### config.mk
export PLATFORM = sky130hd
export DESIGN_NAME = sprite_line_scheduler_flat
export DESIGN_NICKNAME = d
export VERILOG_FILES = /design/src/rtl/sprite_line_scheduler_if.sv /design/src/rtl/sprite_line_scheduler.sv /design/src/flat_wrapper.sv
export SDC_FILE = /design/constraint.sdc
export NUM_CORES = 1
export LEC_CHECK = 0
export CORE_MARGIN = 8
export CORE_UTILIZATION = 43
export CTS_BUF_LIST = sky130_fd_sc_hd__clkbuf_8 sky130_fd_sc_hd__clkbuf_16
export CTS_CLUSTER_SIZE = 8
export DETAILED_ROUTE_END_ITERATION = 12
export HOLD_SLACK_MARGIN = 0.02
export PLACE_DENSITY_LB_ADDON = 0.2
export SYNTH_ARGS = -nofsm -noshare
export SYNTH_HDL_FRONTEND = slang
export SYNTH_SLANG_ARGS = --single-unit
### constraint.sdc
create_clock -name clk -period 3.8 [get_ports clk]
set_input_delay 0.38 -clock clk [delete_from_list [all_inputs] [get_ports clk]]
set_output_delay 0.38 -clock clk [all_outputs]
set_load 0.005 [all_outputs]
### src/rtl/sprite_line_scheduler_if.sv
// Bus bundle for sprite_line_scheduler: line/frame requests, sprite table in, committed slots out.
// Default geometry macros are provided here when the build does not define them.
`ifndef WIDTH_LOG2
`define WIDTH_LOG2 9
`endif
`ifndef HEIGHT_LOG2
`define HEIGHT_LOG2 8
`endif
`ifndef TILE_SIZE_LOG2
`define TILE_SIZE_LOG2 5
`endif
`ifndef TILE_SIZE
`define TILE_SIZE 20
`endif
`ifndef HEIGHT_MAX
`define HEIGHT_MAX 255
`endif

interface sprite_line_scheduler_if #(
    parameter int unsigned SPRITES = 5,
    parameter int unsigned SLOTS   = 4
);
    logic                                line_start;
    logic [`HEIGHT_LOG2-1:0]             line_y;
    logic                                frame_start;
    logic [SPRITES-1:0]                  sprite_en;
    logic [SPRITES*`WIDTH_LOG2-1:0]      sprite_x;
    logic [SPRITES*`HEIGHT_LOG2-1:0]     sprite_y;
    logic                                busy;
    logic                                done;
    logic [SLOTS-1:0]                    slot_valid;
    logic [SLOTS*3-1:0]                  slot_id;
    logic [SLOTS*`WIDTH_LOG2-1:0]        slot_x;
    logic [SLOTS*`TILE_SIZE_LOG2-1:0]    slot_row;
    logic                                overflow;

    modport master (
        output line_start, line_y, frame_start, sprite_en, sprite_x, sprite_y,
        input  busy, done, slot_valid, slot_id, slot_x, slot_row, overflow
    );

    modport slave (
        input  line_start, line_y, frame_start, sprite_en, sprite_x, sprite_y,
        output busy, done, slot_valid, slot_id, slot_x, slot_row, overflow
    );
endinterface

### src/rtl/sprite_line_scheduler.sv
// Per-scanline sprite selector: scans one sprite per cycle and commits up to SLOTS hits atomically.
// Optional macro SPRITE_FLICKER_EN rotates the scan start index once per frame_start.
`ifndef WIDTH_LOG2
`define WIDTH_LOG2 9
`endif
`ifndef HEIGHT_LOG2
`define HEIGHT_LOG2 8
`endif
`ifndef TILE_SIZE_LOG2
`define TILE_SIZE_LOG2 5
`endif
`ifndef TILE_SIZE
`define TILE_SIZE 20
`endif

module sprite_line_scheduler #(
    parameter int unsigned SPRITES = 5,
    parameter int unsigned SLOTS   = 4
) (
    input logic                   clk,
    input logic                   reset,
    sprite_line_scheduler_if.slave bus
);
    localparam int unsigned WW = `WIDTH_LOG2;
    localparam int unsigned HW = `HEIGHT_LOG2;
    localparam int unsigned RW = `TILE_SIZE_LOG2;
    localparam int unsigned IW = (SPRITES > 1) ? $clog2(SPRITES) : 1;
    localparam int unsigned FW = $clog2(SLOTS + 1);
    localparam logic [HW:0] TILE_EXT = (HW+1)'(`TILE_SIZE);

    typedef enum logic [1:0] {IDLE, SCAN, COMMIT} state_t;

    state_t              state;
    logic [HW-1:0]       lat_y;
    logic [IW-1:0]       idx;
    logic [IW-1:0]       cnt;
    logic [FW-1:0]       fill;
    logic [SLOTS-1:0]    w_valid;
    logic [SLOTS*3-1:0]  w_id;
    logic [SLOTS*WW-1:0] w_x;
    logic [SLOTS*RW-1:0] w_row;
    logic                w_ovf;

    logic [IW-1:0]       start_c;
    logic [HW-1:0]       cur_y_c;
    logic [WW-1:0]       cur_x_c;
    logic                hit_c;
    logic [RW-1:0]       row_c;

`ifdef SPRITE_FLICKER_EN
    logic [IW-1:0] rot;
    assign start_c = rot;
`else
    logic unused_c;
    assign start_c  = '0;
    assign unused_c = bus.frame_start;
`endif

    // Hit test for the sprite under evaluation; the sum is one bit wider so it cannot wrap.
    always_comb begin
        cur_y_c = bus.sprite_y[int'(idx)*HW +: HW];
        cur_x_c = bus.sprite_x[int'(idx)*WW +: WW];
        hit_c   = bus.sprite_en[idx]
                  && ({1'b0, lat_y} >= {1'b0, cur_y_c})
                  && ({1'b0, lat_y} <  ({1'b0, cur_y_c} + TILE_EXT));
        row_c   = RW'(lat_y - cur_y_c);
    end

    always_ff @(posedge clk) begin
        if (!reset) begin
            state          <= IDLE;
            lat_y          <= '0;
            idx            <= '0;
            cnt            <= '0;
            fill           <= '0;
            w_valid        <= '0;
            w_id           <= '0;
            w_x            <= '0;
            w_row          <= '0;
            w_ovf          <= 1'b0;
            bus.busy       <= 1'b0;
            bus.done       <= 1'b0;
            bus.slot_valid <= '0;
            bus.slot_id    <= '0;
            bus.slot_x     <= '0;
            bus.slot_row   <= '0;
            bus.overflow   <= 1'b0;
`ifdef SPRITE_FLICKER_EN
            rot            <= '0;
`endif
        end else begin
            bus.done <= 1'b0;
`ifdef SPRITE_FLICKER_EN
            // Rotation advances after this cycle, so a coincident line_start sees the old index.
            if (bus.frame_start)
                rot <= (rot == IW'(SPRITES-1)) ? '0 : rot + IW'(1);
`endif
            case (state)
                IDLE: begin
                    if (bus.line_start) begin
                        lat_y    <= bus.line_y;
                        idx      <= start_c;
                        cnt      <= '0;
                        fill     <= '0;
                        w_valid  <= '0;
                        w_id     <= '0;
                        w_x      <= '0;
                        w_row    <= '0;
                        w_ovf    <= 1'b0;
                        bus.busy <= 1'b1;
                        state    <= SCAN;
                    end
                end
                SCAN: begin
                    if (hit_c) begin
                        if (fill < FW'(SLOTS)) begin
                            w_valid                    <= w_valid | (SLOTS'(1) << fill);
                            w_id[int'(fill)*3 +: 3]    <= 3'(idx);
                            w_x[int'(fill)*WW +: WW]   <= cur_x_c;
                            w_row[int'(fill)*RW +: RW] <= row_c;
                            fill                       <= fill + FW'(1);
                        end else begin
                            w_ovf <= 1'b1;
                        end
                    end
                    idx <= (idx == IW'(SPRITES-1)) ? '0 : idx + IW'(1);
                    cnt <= cnt + IW'(1);
                    if (cnt == IW'(SPRITES-1))
                        state <= COMMIT;
                end
                COMMIT: begin
                    bus.slot_valid <= w_valid;
                    bus.slot_id    <= w_id;
                    bus.slot_x     <= w_x;
                    bus.slot_row   <= w_row;
                    bus.overflow   <= w_ovf;
                    bus.done       <= 1'b1;
                    bus.busy       <= 1'b0;
                    state          <= IDLE;
                end
                default: state <= IDLE;
            endcase
        end
    end
endmodule
### src/flat_wrapper.sv
// flat-port wrapper written by rule: the top's interface ports become plain ports
module sprite_line_scheduler_flat 
#(
    parameter int unsigned SPRITES = 5,
    parameter int unsigned SLOTS   = 4
)
  (clk, reset, bus_line_start, bus_line_y, bus_frame_start, bus_sprite_en, bus_sprite_x, bus_sprite_y, bus_busy, bus_done, bus_slot_valid, bus_slot_id, bus_slot_x, bus_slot_row, bus_overflow);
  sprite_line_scheduler_if #(.SPRITES(SPRITES), .SLOTS(SLOTS)) bus_i ();
  input logic clk;
  input logic reset;
  input wire logic [$bits(bus_i.line_start)-1:0] bus_line_start;
  input wire logic [$bits(bus_i.line_y)-1:0] bus_line_y;
  input wire logic [$bits(bus_i.frame_start)-1:0] bus_frame_start;
  input wire logic [$bits(bus_i.sprite_en)-1:0] bus_sprite_en;
  input wire logic [$bits(bus_i.sprite_x)-1:0] bus_sprite_x;
  input wire logic [$bits(bus_i.sprite_y)-1:0] bus_sprite_y;
  output wire logic [$bits(bus_i.busy)-1:0] bus_busy;
  output wire logic [$bits(bus_i.done)-1:0] bus_done;
  output wire logic [$bits(bus_i.slot_valid)-1:0] bus_slot_valid;
  output wire logic [$bits(bus_i.slot_id)-1:0] bus_slot_id;
  output wire logic [$bits(bus_i.slot_x)-1:0] bus_slot_x;
  output wire logic [$bits(bus_i.slot_row)-1:0] bus_slot_row;
  output wire logic [$bits(bus_i.overflow)-1:0] bus_overflow;
  assign bus_i.line_start = bus_line_start;
  assign bus_i.line_y = bus_line_y;
  assign bus_i.frame_start = bus_frame_start;
  assign bus_i.sprite_en = bus_sprite_en;
  assign bus_i.sprite_x = bus_sprite_x;
  assign bus_i.sprite_y = bus_sprite_y;
  assign bus_busy = bus_i.busy;
  assign bus_done = bus_i.done;
  assign bus_slot_valid = bus_i.slot_valid;
  assign bus_slot_id = bus_i.slot_id;
  assign bus_slot_x = bus_i.slot_x;
  assign bus_slot_row = bus_i.slot_row;
  assign bus_overflow = bus_i.overflow;
  sprite_line_scheduler #(.SPRITES(SPRITES), .SLOTS(SLOTS)) u_core (.clk(clk), .reset(reset), .bus(bus_i));
endmodule
* Word-level counts from Yosys, hierarchy flattened
Cells that the tools add are included.
W data, S select, Z words.
** Word-level totals
- Bits in registers :: 167
- Input bits :: 102
- Output and inout port bits :: 75
- Logic and storage cells :: 101
** Operators by class
- $add $sub $neg :: 8
- Multiply operators :: 4
- Order comparisons :: 4
- Equal/unequal tests :: 9
- Shifts and indexed selects :: 9
- Muxes and demuxes :: 38
- Bitwise logic cells :: 1
- Reductions and logical operators :: 11
** Operator list (number)
- $mux W36 :: 3
- $pmux W36 S2 :: 1
- $mux W20 :: 3
- $shiftx A45 B8 Y9 :: 1
- $pmux W20 S2 :: 1
- $shiftx A40 B7 Y8 :: 1
- $bwmux W36 :: 1
- $mux W12 :: 3
- $shift A9 B34 Y36 const A :: 1
- $shiftx A9 B34 Y36 :: 1
- $neg A6 Y34 :: 1
- $neg A7 Y34 :: 1
- $shift A5 B34 Y20 const A :: 1
- $shiftx A5 B34 Y20 :: 1
- $neg A32 Y33 :: 1
- $shift A3 B33 Y12 const A :: 1
- $shiftx A3 B33 Y12 :: 1
- $pmux W12 S2 :: 1
- $bwmux W20 :: 1
- $pmux W3 S2 :: 3
- $mul A3 B4 Y7 const B :: 2
- $bwmux W12 :: 1
- $mux W3 :: 4
- $mux W4 :: 3
- 27 further kinds :: 46

* Longest topological paths before layout
Gate-level depths: netlist of the first run.
- Word-level depth :: 7
- Mapped depth :: 18
- Mapped depth without buffers :: 14

* Worst setup path after synthesis of the first run
No wires, ideal clock.
- Path kind :: register to register
- Start :: reg u_core.idx[0]
- End :: reg u_core.w_x[1]
- Library setup time :: 0.127 ns
- Arrival :: 3.730 ns
- Required time :: 3.673 ns
- Path slack :: -0.057 ns
- Cell stages (with the launch flop) :: 16
- Path buffers :: 4
- Clock period less this slack :: 3.857 ns
- Cell sequence :: dfxtp_1 > buf_4 > buf_4 > buf_1 > mux4_2 > a22o_1 > ha_1 > inv_1 > fa_1 > a21o_1 > a21oi_2 > a311o_1 > a2111oi_4 > o221ai_2 > buf_2 > o2bb2ai_1
** Between the ends
- Longest elaborated chain between the ends :: 7
- Elaborated cells between the ends (all ways) :: 17
- Those cells by class :: add/sub: 1; mul: 1; order compare: 2; eq/ne: 1; shift: 3; mux: 6; reduce/logical: 3
** RTL lines
- from (decl) :: line sprite_line_scheduler.sv:35 : logic [IW-1:0] idx;
- from (signal assigned) :: line sprite_line_scheduler.sv:102 : idx <= start_c;
- from (signal assigned) :: line sprite_line_scheduler.sv:126 : idx <= (idx == IW'(SPRITES-1)) ? '0 : idx + IW'(1);
- $mul A3 B4 Y7 :: line sprite_line_scheduler.sv:62 : cur_x_c = bus.sprite_x[int'(idx)*WW +: WW];
- $shiftx A45 B8 Y9 :: line sprite_line_scheduler.sv:62
- $shiftx A9 B34 Y36 :: line sprite_line_scheduler.sv:119 : w_x[int'(fill)*WW +: WW] <= cur_x_c;
- $bwmux W36 :: line sprite_line_scheduler.sv:119
- $mux W36 :: line sprite_line_scheduler.sv:116 : if (fill < FW'(SLOTS)) begin
- $mux W36 :: line sprite_line_scheduler.sv:115 : if (hit_c) begin
- $pmux W36 S2 :: line sprite_line_scheduler.sv:98 : case (state)
- to (signal, indexed assignment) :: line sprite_line_scheduler.sv:119
- to (decl) :: line sprite_line_scheduler.sv:40 : logic [SLOTS*WW-1:0] w_x;
Parallel ways exist; a longest one is shown, timed or not. The select of a mux whose other input is x is not followed.
A chain may end at the register's enable or synchronous reset.

* Final worst setup path of the first run
- Start :: reg u_core.idx[0]
- End :: reg u_core.w_id[1]
** Between the ends
- Longest elaborated chain between the ends :: 6
- Elaborated cells between the ends (all ways) :: 15
- Those cells by class :: add/sub: 1; order compare: 2; eq/ne: 1; shift: 2; mux: 6; reduce/logical: 3
** RTL lines
- $shiftx A40 B7 Y8 / $bmux W1 S3 (equally long branches) :: line sprite_line_scheduler.sv:61, sprite_line_scheduler.sv:63
- $add A8 B5 Y9, or another cell as far along :: line sprite_line_scheduler.sv:65 : && ({1'b0, lat_y} < ({1'b0, cur_y_c} + TILE_EXT));
- $lt A8 B9 Y1 / $logic_and A1 B1 Y1 (equally long branches) :: line sprite_line_scheduler.sv:65, sprite_line_scheduler.sv:64
- $logic_and A1 B1 Y1 :: line sprite_line_scheduler.sv:65
- $ne A2 B1 Y1 (no source line)
- $reduce_and A4 Y1 (no source line)
- to (signal, indexed assignment) :: line sprite_line_scheduler.sv:118 : w_id[int'(fill)*3 +: 3] <= 3'(idx);
- to (decl) :: line sprite_line_scheduler.sv:39 : logic [SLOTS*3-1:0] w_id;
Parallel ways exist; a longest one is shown, timed or not. The select of a mux whose other input is x is not followed.

==> reports/metrics.yaml, run 1 <==
worst_slew_pin_slew_ns: 0.781
synth_area_sq_um: 6820
period_minus_slack_ns: 3.61
drive_above_1_share_pct: 13.9
synth_mux_area_share_pct: 6.04
num-fill-cells: 1270
ant_nets: 0
num_io_pins: 177
die-height_um: 142
syn_nets: 726
final_nets: 916
drc: 0
path_cells: "buf_6 > mux4_2 > a22o_1 > ha_1 > inv_1 > fa_1 > a21o_1 > a21oi_2 > a311o_1 > a2111oi_4 > buf_12 > o221ai_2 > buf_4 > a22o_1"
status: "complete, no violations"
numClockSinks: 167
drt_wl_total_mm: 19.4
clockRootBuffer: "clkbuf_16"
routed_via_density: 5.40
synth_fa_ha_area_share_pct: 5.25
rsz0062_at_grt: "no"
dr_total_vias: 5481
gp_congestion: 0.864
cp_max_fo: 17
dp_hpwl_mm: 15.0
cts_tree: "built"
synth_common_cells: "dfxtp_1, a22o_1, o2bb2ai_1"
max-slew-margin-rel_pct: 47.7
drv_slew: 0
overflow: 0
die_area_sq_um: 20100
maxCapViolCount: 0
hold_viol_final: 0
synth_simple_gate_area_share_pct: 7.78
insertion_delay_ns: 0.42
use_met1_pct: 23.6
coreArea_sq_um: 15700
die_w_um: 142
synth_top_family_by_area: "compound AO/OA/AOI/OAI gates"
final_area_sq_um: 9610
antenna_found_initial: 0
cp_slowest_stage_delay_ns: 0.52
firstDrtPassIters: 5
grt_max_degree: 75
leakage_uw: 0.00361
hold_buffers: 0
cts_buffer_depth: 2
start_util_pct: 43.4
powerDensity_nw_per_um2: 415
drtIter0Drc: 285
h-tree-depth: 4
synth_edf_count: 0
crit_type: "flip-flop to flip-flop"
grt_use_total_pct: 19.3
grt-busiest-layer: "met2"
path_clk_slew_ns: 0.06
placed_area_sq_um: 8960
area_delta_synth_final_pct: 41.0
final_util_pct: 61.2
synth_top_area_share_pct: 49.0
end_kind: "flip-flop"
fmax_mhz: 277
wire_per_inst_um: 19.1
synth_top_cell_by_area: "dfxtp_1"
grtUsageMet3_pct: 6.34
rows: 46
ys_top_cells_by_area: "dfxtp_1, a22o_1, o2bb2ai_1"
crit_arrival_ns: 3.93
synth_warnings: 0
cts_buffers: 17
p_total_uw: 3990
yosys_most_used_dff: "dfxtp_1"
synth.distinct_cells: 55
synth_compound_area_share_pct: 27.0
diodes: 0
avgSynthCellArea_sq_um: 11.4
fin_skew_ns: 0.00922
ir_worst_vdd_uv: 327
cp-start-kind: "flip-flop"
met2_usage_pct: 31.8
finalSetupViolCount: 0
required_ns: 4.12
cp_common_cell: "a22o_1"
finalCritPeriodShare_pct: 95.1
hold_path.class: "flip-flop to flip-flop"
synthXorXnorAreaFrac_pct: 0.899
port-buffer-count: 175
grt_first_pass_wirelength_mm: 30.5
synth.most_common_cell: "dfxtp_1"
slowest_stage: "mux4_2"
grt_pass1_vias: 5737
async_flop_share_pct: 0
synthesis.instances: 596
yosysSeqAreaShare_pct: 49.0
synth_seq_cells: 167
registers in the layout, indices dropped and copies added, names as in the netlist:
register               count
u_core.bus.busy            1
u_core.bus.done            1
u_core.bus.overflow        1
u_core.bus.slot_id        12
u_core.bus.slot_row       20
u_core.bus.slot_valid      4
u_core.bus.slot_x         36
u_core.cnt                 3
u_core.fill                3
u_core.idx                 3
u_core.lat_y               8
u_core.state               2
u_core.w_id               12
u_core.w_ovf               1
u_core.w_row              20
u_core.w_valid             4
u_core.w_x                36
cells in the final DEF, fill, tap and decap left out, drive strengths merged, types with 5 or more instances in the layout:
cell,instances
a31oi,6
o211ai,5
inv,19
o2bb2ai,48
o21ai,8
nor2,14
a22o,95
a21boi,11
mux4,16
a22oi,15
dfxtp,167
ha,27
nand2,43
nand3,7
clkdlybuf4s50,175
nand4,5
a21oi,8
nor2b,7
clkbuf,19
buf,39
and2,7
xnor2,6
layout make-up:
cell class              instances  area, sq um  share of cell area [%]
clock buffers                  19          453                    4.71
repair buffers                214         2100                    21.8
inverters                      14         52.6                   0.547
clock inverters                13          138                    1.43
well taps                     216          270                    2.81
flip-flops and latches        167         3350                    34.8
multi-input cells             372         3250                    33.8
final timing paths:
check                 start        endpoint  cells past startpoint  slack [ns]
max           u_core.idx[0]  u_core.w_id[1]                     14        0.19
min          u_core.w_x[16]  u_core.w_x[16]                      1        0.47
max reg2reg   u_core.idx[0]  u_core.w_id[1]                     14        0.19
min reg2reg  u_core.w_x[16]  u_core.w_x[16]                      1        0.47
worst max-delay path, delay by kind of cell, from the launching register on:
family,cells,cell delay (ns)
AO/OA/AOI/OAI,7,1.53
adder cells (fa/ha/maj),2,0.38
buffers and inverters,4,0.67
flip-flops,1,0.41
multiplexers,1,0.52
per-stage QoR:
stage | std cells | setup WS (ns) | hold slack (ns) | TNS (ns)
floorplan | 596 | 0.0162 | 0.426 | 0
global placement | 979 | -0.131 | 0.446 | -7.33
detailed placement | 979 | -0.222 | 0.448 | -12.11
CTS | 1011 | 0.0369 | 0.468 | 0
global route | 1015 | 0.00719 | 0.482 | 0
finish | 1015 | 0.186 | 0.471 | 0
metal layers:
layer / routed length, um / vias to the layer above
li1: - / 2674
met1: 8870 / 2621
met2: 9110 / 170
met3: 1210 / 16
met4: 234 / 0
met5: 0 / -
repair_timing:
action	CTS	global route
endpoints found under the setup margin	0	67
resized for setup	0	7
buffers inserted	0	3
power breakdown:
group	internal (uW)	switching, uW	total, uW	leakage (uW)
registers	1760	15.1	1780	0.00135
clock network	956	732	1690	0.000278
logic	262	264	526	0.00198
logic make-up (layout without fill, tap and decap cells):
family | count (synthesis) | count (layout)
AND/OR/NAND/NOR | 100 | 100
AO/OA/AOI/OAI | 215 | 216
adder cells (fa/ha/maj) | 28 | 28
buffers and inverters | 58 | 260
XOR/XNOR | 7 | 7
multiplexers | 21 | 21
flip-flops | 167 | 167
Note: power is estimated with default switching activity, not from simulation.
==> run 2, diff against run 1 <==
--- a/config.mk
+++ b/config.mk
@@ -5,8 +5,9 @@
 export SDC_FILE = /design/constraint.sdc
 export NUM_CORES = 1
 export LEC_CHECK = 0
+export ABC_CLOCK_PERIOD_IN_PS = 3800
 export CORE_MARGIN = 8
-export CORE_UTILIZATION = 43
+export CORE_UTILIZATION = 44
 export CTS_BUF_LIST = sky130_fd_sc_hd__clkbuf_8 sky130_fd_sc_hd__clkbuf_16
 export CTS_CLUSTER_SIZE = 8
 export DETAILED_ROUTE_END_ITERATION = 12
==> reports/metrics.yaml, run 2 (same netlist as run 1, synthesis figures left out) <==
cts_buffer_depth: 2  # unchanged
seq_area_sq_um: 3350  # about the same
overflow: 0  # unchanged
hold_viol_final: 0  # unchanged
drc: 0  # unchanged
cp-start-kind: "flip-flop"  # unchanged
num-fill-cells: 1235  # was 1270
insertion_delay_ns: 0.43  # was 0.42 ns
r2r-end: "u_core.w_x[13]"  # was u_core.w_id[1]
port-buffer-count: 175  # unchanged
worst_slew_pin_slew_ns: 0.815  # was 0.781 ns
crit_arrival_ns: 3.91  # was 3.93 ns
drtIter0Drc: 273  # was 285
gp_congestion: 0.856  # was 0.864
rsz0062_at_grt: "no"  # unchanged
reg2reg_slack_ns: 0.24  # was 0.19 ns
drv_slew: 0  # unchanged
die_area_sq_um: 19700  # was 20100 sq um
path_cells: "mux4_2 > a22oi_1 > inv_1 > ha_1 > o211ai_1 > and2_2 > xnor2_1 > ha_1 > o21a_1 > o21ai_0 > a31oi_1 > o22ai_4 > buf_4 > nand4_4 > o2bb2ai_1"  # was buf_6 > mux4_2 > a22o_1 > ha_1 > inv_1 > fa_1 > a21o_1 > a21oi_2 > a311o_1 > a2111oi_4 > buf_12 > o221ai_2 > buf_4 > a22o_1
antenna_found_initial: 0  # unchanged
grt_pass1_vias: 5755  # was 5737
cp_max_fo: 12  # was 17
mostFrequentLayoutCells: "clkdlybuf4s50_1, dfxtp_1, a22o_1, o2bb2ai_1, nand2_1"  # unchanged
worstRegToRegCells: 15  # was 14
clockRootBuffer: "clkbuf_16"  # unchanged
end_kind: "flip-flop"  # unchanged
area_delta_synth_final_pct: 39.3  # was 41.0%
cp_common_cell: "ha_1"  # was a22o_1
drive_above_1_share_pct: 13.1  # was 13.9%
drt_wl_total_mm: 19.2  # was 19.4 mm
rows: 45  # was 46
firstDrtPassIters: 4  # was 5
wire_per_inst_um: 19.6  # was 19.1 um
required_ns: 4.15  # was 4.12 ns
maxCapViolCount: 0  # unchanged
dp_slack_ns: -0.252  # was -0.222 ns
grt_use_total_pct: 19.5  # was 19.3%
finalCritPeriodShare_pct: 93.7  # was 95.1%
period_minus_slack_ns: 3.56  # was 3.61 ns
dr_total_vias: 5509  # was 5481
status: "complete, no violations"  # unchanged
min_path_cells: 1  # unchanged
fin_setup_tns_ns: 0  # unchanged
crit_end: "u_core.w_x[13]"  # was u_core.w_id[1]
powerDensity_nw_per_um2: 420  # was 415 nW/um^2
routed_via_density: 5.61  # was 5.40
layout.cells.most_common: "clkdlybuf4s50_1"  # unchanged
cts_tree: "built"  # unchanged
cts_buffers: 17  # unchanged
crit_cells: 15  # was 14
h-tree-depth: 4  # unchanged
hold_path.class: "flip-flop to flip-flop"  # unchanged
diodes: 0  # unchanged
ir_worst_vdd_uv: 270  # was 327 uV
leakage_uw: 0.00360  # was 0.00361 uW
numClockSinks: 167  # unchanged
layout_setup_ws_ns: 0.241  # was 0.186 ns
final_nets: 912  # was 916
coreArea_sq_um: 15200  # was 15700 sq um
max-slew-margin-rel_pct: 45.7  # was 47.7%
path_buf_inv: 2  # was 4
path_clk_slew_ns: 0.07  # was 0.06 ns
crit_type: "flip-flop to flip-flop"  # unchanged
ant_nets: 0  # unchanged
num_io_pins: 177  # unchanged
hold_buffers: 0  # unchanged
final_util_pct: 62.5  # was 61.2%
dp_hpwl_mm: 14.8  # was 15.0 mm
reg_top3: "u_core.bus.slot_x (36), u_core.w_x (36)"  # unchanged
start_util_pct: 44.9  # was 43.4%
multiInputGateArea_sq_um: 3220  # was 3250 sq um
slowest_stage: "mux4_2"  # unchanged
path_delay_family: "compound AO/OA/AOI/OAI gates"  # unchanged
worstSetupStartpoint: "u_core.idx[0]"  # unchanged
fmax_mhz: 281  # was 277 MHz
grt_first_pass_wirelength_mm: 30.4  # was 30.5 mm
cp_slowest_stage_delay_ns: 0.50  # was 0.52 ns
grt_max_degree: 75  # unchanged
r2r_start: "u_core.idx[0]"  # unchanged
finalSetupViolCount: 0  # unchanged
die_w_um: 140  # was 142 um
fin_skew_ns: 0.00923  # was 0.00922 ns
die-height_um: 140  # was 142 um
[run 2: cell types whose count changed in the layout (fill, tap and decap cells not counted), sizes merged]
cell	before	now
bufinv	1	2
o22ai	2	1
clkinvlp	4	2
clkbuf	19	17
buf	39	36
clkinv	3	5
[run 2: how the worst min path moves through the flow]
stage | startpoint | to | slack, ns
2_1_floorplan | u_core.w_ovf | u_core.w_ovf | 0.43
3_3_place_gp | u_core.w_x[16] | u_core.w_x[16] | 0.45
3_5_place_dp | u_core.w_x[26] | u_core.w_x[26] | 0.45
4_1_cts | u_core.w_row[2] | u_core.w_row[2] | 0.47
5_1_grt | u_core.w_row[2] | u_core.w_row[2] | 0.48
6_report | u_core.bus.busy | u_core.bus.busy | 0.46
[run 2: through the flow]
step | cell area (sq um) | hold WS, ns | power [uW] | instances
CTS | 9480 | 0.468 | 4030 | 981
detailed placement | 8890 | 0.449 | 2320 | 950
global placement | 8890 | 0.445 | 2310 | 950
finish | 9500 | 0.464 | 3990 | 982
global route | 9500 | 0.480 | 4140 | 982
floorplan | 6820 | 0.426 | 2080 | 596
[run 2: what timing repair did]
item,in CTS,in global routing
setup endpoints to repair,0,56
setup buffers,0,1
gates resized for setup,0,3
[run 2: area by class of cell]
class | instances | area share [%]
Clock buffer | 17 | 4.48
Clock inverter | 14 | 1.78
Inverter | 14 | 0.553
Multi-Input combinational cell | 371 | 33.9
Sequential cell | 167 | 35.2
Tap cell | 188 | 2.48
Timing Repair Buffer | 211 | 21.6
[run 2: worst reg2reg max path, delay by kind of cell (launching register included)]
family,cells,cell delay (ns)
AO/OA/AOI/OAI,7,1.29
multiplexers,1,0.51
adder cells (fa/ha/maj),2,0.49
AND/OR/NAND/NOR,2,0.41
flip-flops,1,0.40
buffers and inverters,2,0.28
XOR/XNOR,1,0.11
[run 2: layer usage]
| metal | vias up | GRT usage, % | part of all wire [%] |
|---|---|---|---|
| li1 | 2670 | - | - |
| met5 | - | 0 | 0 |
| met4 | 0 | 5.09 | 1.1 |
| met2 | 192 | 32.8 | 48 |
| met1 | 2628 | 22.8 | 43 |
| met3 | 19 | 7.58 | 8.4 |
[run 2: where the power goes]
group / internal (uW) / switching, uW
Clock: 983 / 731
Combinational: 250 / 255
Sequential: 1760 / 13.4
Total: 2990 / 999
==> run 3, diff against run 2 <==
--- a/config.mk
+++ b/config.mk
@@ -5,9 +5,9 @@
 export SDC_FILE = /design/constraint.sdc
 export NUM_CORES = 1
 export LEC_CHECK = 0
-export ABC_CLOCK_PERIOD_IN_PS = 3800
+export ABC_CLOCK_PERIOD_IN_PS = 3700
 export CORE_MARGIN = 8
-export CORE_UTILIZATION = 44
+export CORE_UTILIZATION = 49
 export CTS_BUF_LIST = sky130_fd_sc_hd__clkbuf_8 sky130_fd_sc_hd__clkbuf_16
 export CTS_CLUSTER_SIZE = 8
 export DETAILED_ROUTE_END_ITERATION = 12
==> constraint.sdc (replaced) <==
create_clock -name clk -period 3.7 [get_ports clk]
set_input_delay 0.37 -clock clk [delete_from_list [all_inputs] [get_ports clk]]
set_output_delay 0.37 -clock clk [all_outputs]
set_load 0.005 [all_outputs]
==> reports/metrics.yaml, run 3 (same netlist as run 1, synthesis figures left out) <==
leakage_uw: 0.00365  # was 0.00360 uW
grt_use_total_pct: 21.5  # was 19.5%
antenna_found_initial: 0  # unchanged
fmax_mhz: 281  # about the same
routed_via_density: 5.69  # was 5.61
dp_hpwl_mm: 14.9  # was 14.8 mm
drtIter0Drc: 362  # was 273
rows: 43  # was 45
final_nets: 919  # was 912
worst_slew_pin_slew_ns: 0.898  # was 0.815 ns
dr_total_vias: 5586  # was 5509
crit_type: "flip-flop to flip-flop"  # unchanged
fin_skew_ns: 0.0159  # was 0.00923 ns
ir_worst_vdd_uv: 323  # was 270 uV
drive_above_1_share_pct: 15.1  # was 13.1%
area_delta_synth_final_pct: 40.9  # was 39.3%
finalSetupViolCount: 0  # unchanged
finalCritPeriodShare_pct: 96.2  # was 93.7%
status: "complete, no violations"  # unchanged
hold_viol_final: 0  # unchanged
layout.cells.most_common: "clkdlybuf4s50_1"  # unchanged
num_io_pins: 177  # unchanged
maxCapViolCount: 0  # unchanged
clockRootBuffer: "clkbuf_16"  # unchanged
dp.cells: 947  # was 950
coreArea_sq_um: 13700  # was 15200 sq um
slowest_stage: "mux4_2"  # unchanged
path_clk_slew_ns: 0.07  # about the same
grt_first_pass_wirelength_mm: 30.7  # was 30.4 mm
required_ns: 4.04  # was 4.15 ns
ant_nets: 0  # unchanged
die_area_sq_um: 17900  # was 19700 sq um
gp_congestion: 0.917  # was 0.856
grt_pass1_vias: 5836  # was 5755
path_buf_inv: 4  # was 2
cp_max_fo: 12  # unchanged
crit_arrival_ns: 3.90  # was 3.91 ns
cts_tree: "built"  # unchanged
powerDensity_nw_per_um2: 425  # was 420 nW/um^2
die-height_um: 134  # was 140 um
h-tree-depth: 4  # unchanged
wire_per_inst_um: 19.9  # was 19.6 um
grt_max_degree: 40  # was 75
drt_wl_total_mm: 19.5  # was 19.2 mm
cts_buffer_depth: 2  # unchanged
period_minus_slack_ns: 3.56  # about the same
drv_slew: 0  # unchanged
num-fill-cells: 1022  # was 1235
cp-start-kind: "flip-flop"  # unchanged
end_kind: "flip-flop"  # unchanged
diodes: 0  # unchanged
drc: 0  # unchanged
mostFrequentLayoutCells: "clkdlybuf4s50_1, dfxtp_1, a22o_1, nand2_1, o2bb2ai_1"  # was clkdlybuf4s50_1, dfxtp_1, a22o_1, o2bb2ai_1, nand2_1
insertion_delay_ns: 0.43  # about the same
reg_top3: "u_core.bus.slot_x (36), u_core.w_x (36)"  # unchanged
port-buffer-count: 175  # unchanged
numClockSinks: 167  # unchanged
cp_slowest_stage_delay_ns: 0.50  # about the same
start_util_pct: 49.7  # was 44.9%
max-slew-margin-rel_pct: 39.7  # was 45.7%
die_w_um: 134  # was 140 um
rsz0062_at_grt: "yes"  # was no
final_cells: 982  # unchanged
overflow: 0  # unchanged
firstDrtPassIters: 5  # was 4
hold_buffers: 0  # unchanged
path_delay_family: "compound AO/OA/AOI/OAI gates"  # unchanged
fin_setup_tns_ns: 0  # unchanged
cts_buffers: 17  # unchanged
path_cells: "buf_8 > mux4_2 > a22o_1 > ha_1 > inv_1 > fa_1 > a21o_1 > a21oi_2 > a311o_1 > a2111oi_4 > buf_6 > buf_4 > nand4_4 > o2bb2ai_1"  # was mux4_2 > a22oi_1 > inv_1 > ha_1 > o211ai_1 > and2_2 > xnor2_1 > ha_1 > o21a_1 > o21ai_0 > a31oi_1 > o22ai_4 > buf_4 > nand4_4 > o2bb2ai_1
hold_path.class: "flip-flop to flip-flop"  # unchanged
[run 3: cell types whose count changed in the layout (fill, tap and decap cells not counted), sizes merged]
cell and delta:
buf +5, bufinv -2, clkinv +1, inv +2, nand4 +1, o22ai +1
[run 3: worst paths after layout]
path / start / endpoint / slack, ns / cells after the start
max reg2reg: u_core.idx[0] / u_core.w_x[28] / 0.14 / 14
max: u_core.idx[0] / u_core.w_x[28] / 0.14 / 14
min: u_core.w_row[12] / u_core.w_row[12] / 0.47 / 1
min reg2reg: u_core.w_row[12] / u_core.w_row[12] / 0.47 / 1
[run 3: through the flow]
step           instance area, sq um  power (uW)  hold slack [ns]  setup slack, ns  utilization [%]
2_1_floorplan                  6830        2140            0.426           0.0134                -
5_1_grt                        9610        4240            0.481         -0.00936             70.1
3_5_place_dp                   8920        2380            0.449           -0.321             65.0
3_3_place_gp                   8920        2370            0.447           -0.219             65.0
6_report                       9610        4080            0.466            0.142             70.1
4_1_cts                        9500        4080            0.470           0.0107             69.3
[run 3: final cells by class]
cell class | instances | area [sq um] | area share (%)
Multi-Input combinational cell | 373 | 3300 | 34.4
Tap cell | 180 | 225 | 2.34
Inverter | 14 | 52.6 | 0.547
Clock buffer | 17 | 425 | 4.43
Sequential cell | 167 | 3350 | 34.8
Timing Repair Buffer | 216 | 2100 | 21.8
Clock inverter | 15 | 160 | 1.67
[run 3: where the power goes]
group	switching [uW]	total (uW)	internal, uW
logic	280	549	268
registers	13.0	1820	1810
clock network	811	1710	903
[run 3: per-layer routing]
metal  vias to the layer above  global-route usage [%]  wire [um]
met5                         -                       0          0
met4                         0                    6.43        313
met3                        20                    7.82       1480
met2                       203                    35.6       9290
met1                      2679                    25.6       8450
li1                       2684                       -          -
[run 3: what timing repair did]
action,CTS,global route
setup endpoints to repair,0,70
buffers inserted,0,1
hold endpoints to repair,0,0
resized for setup,0,16
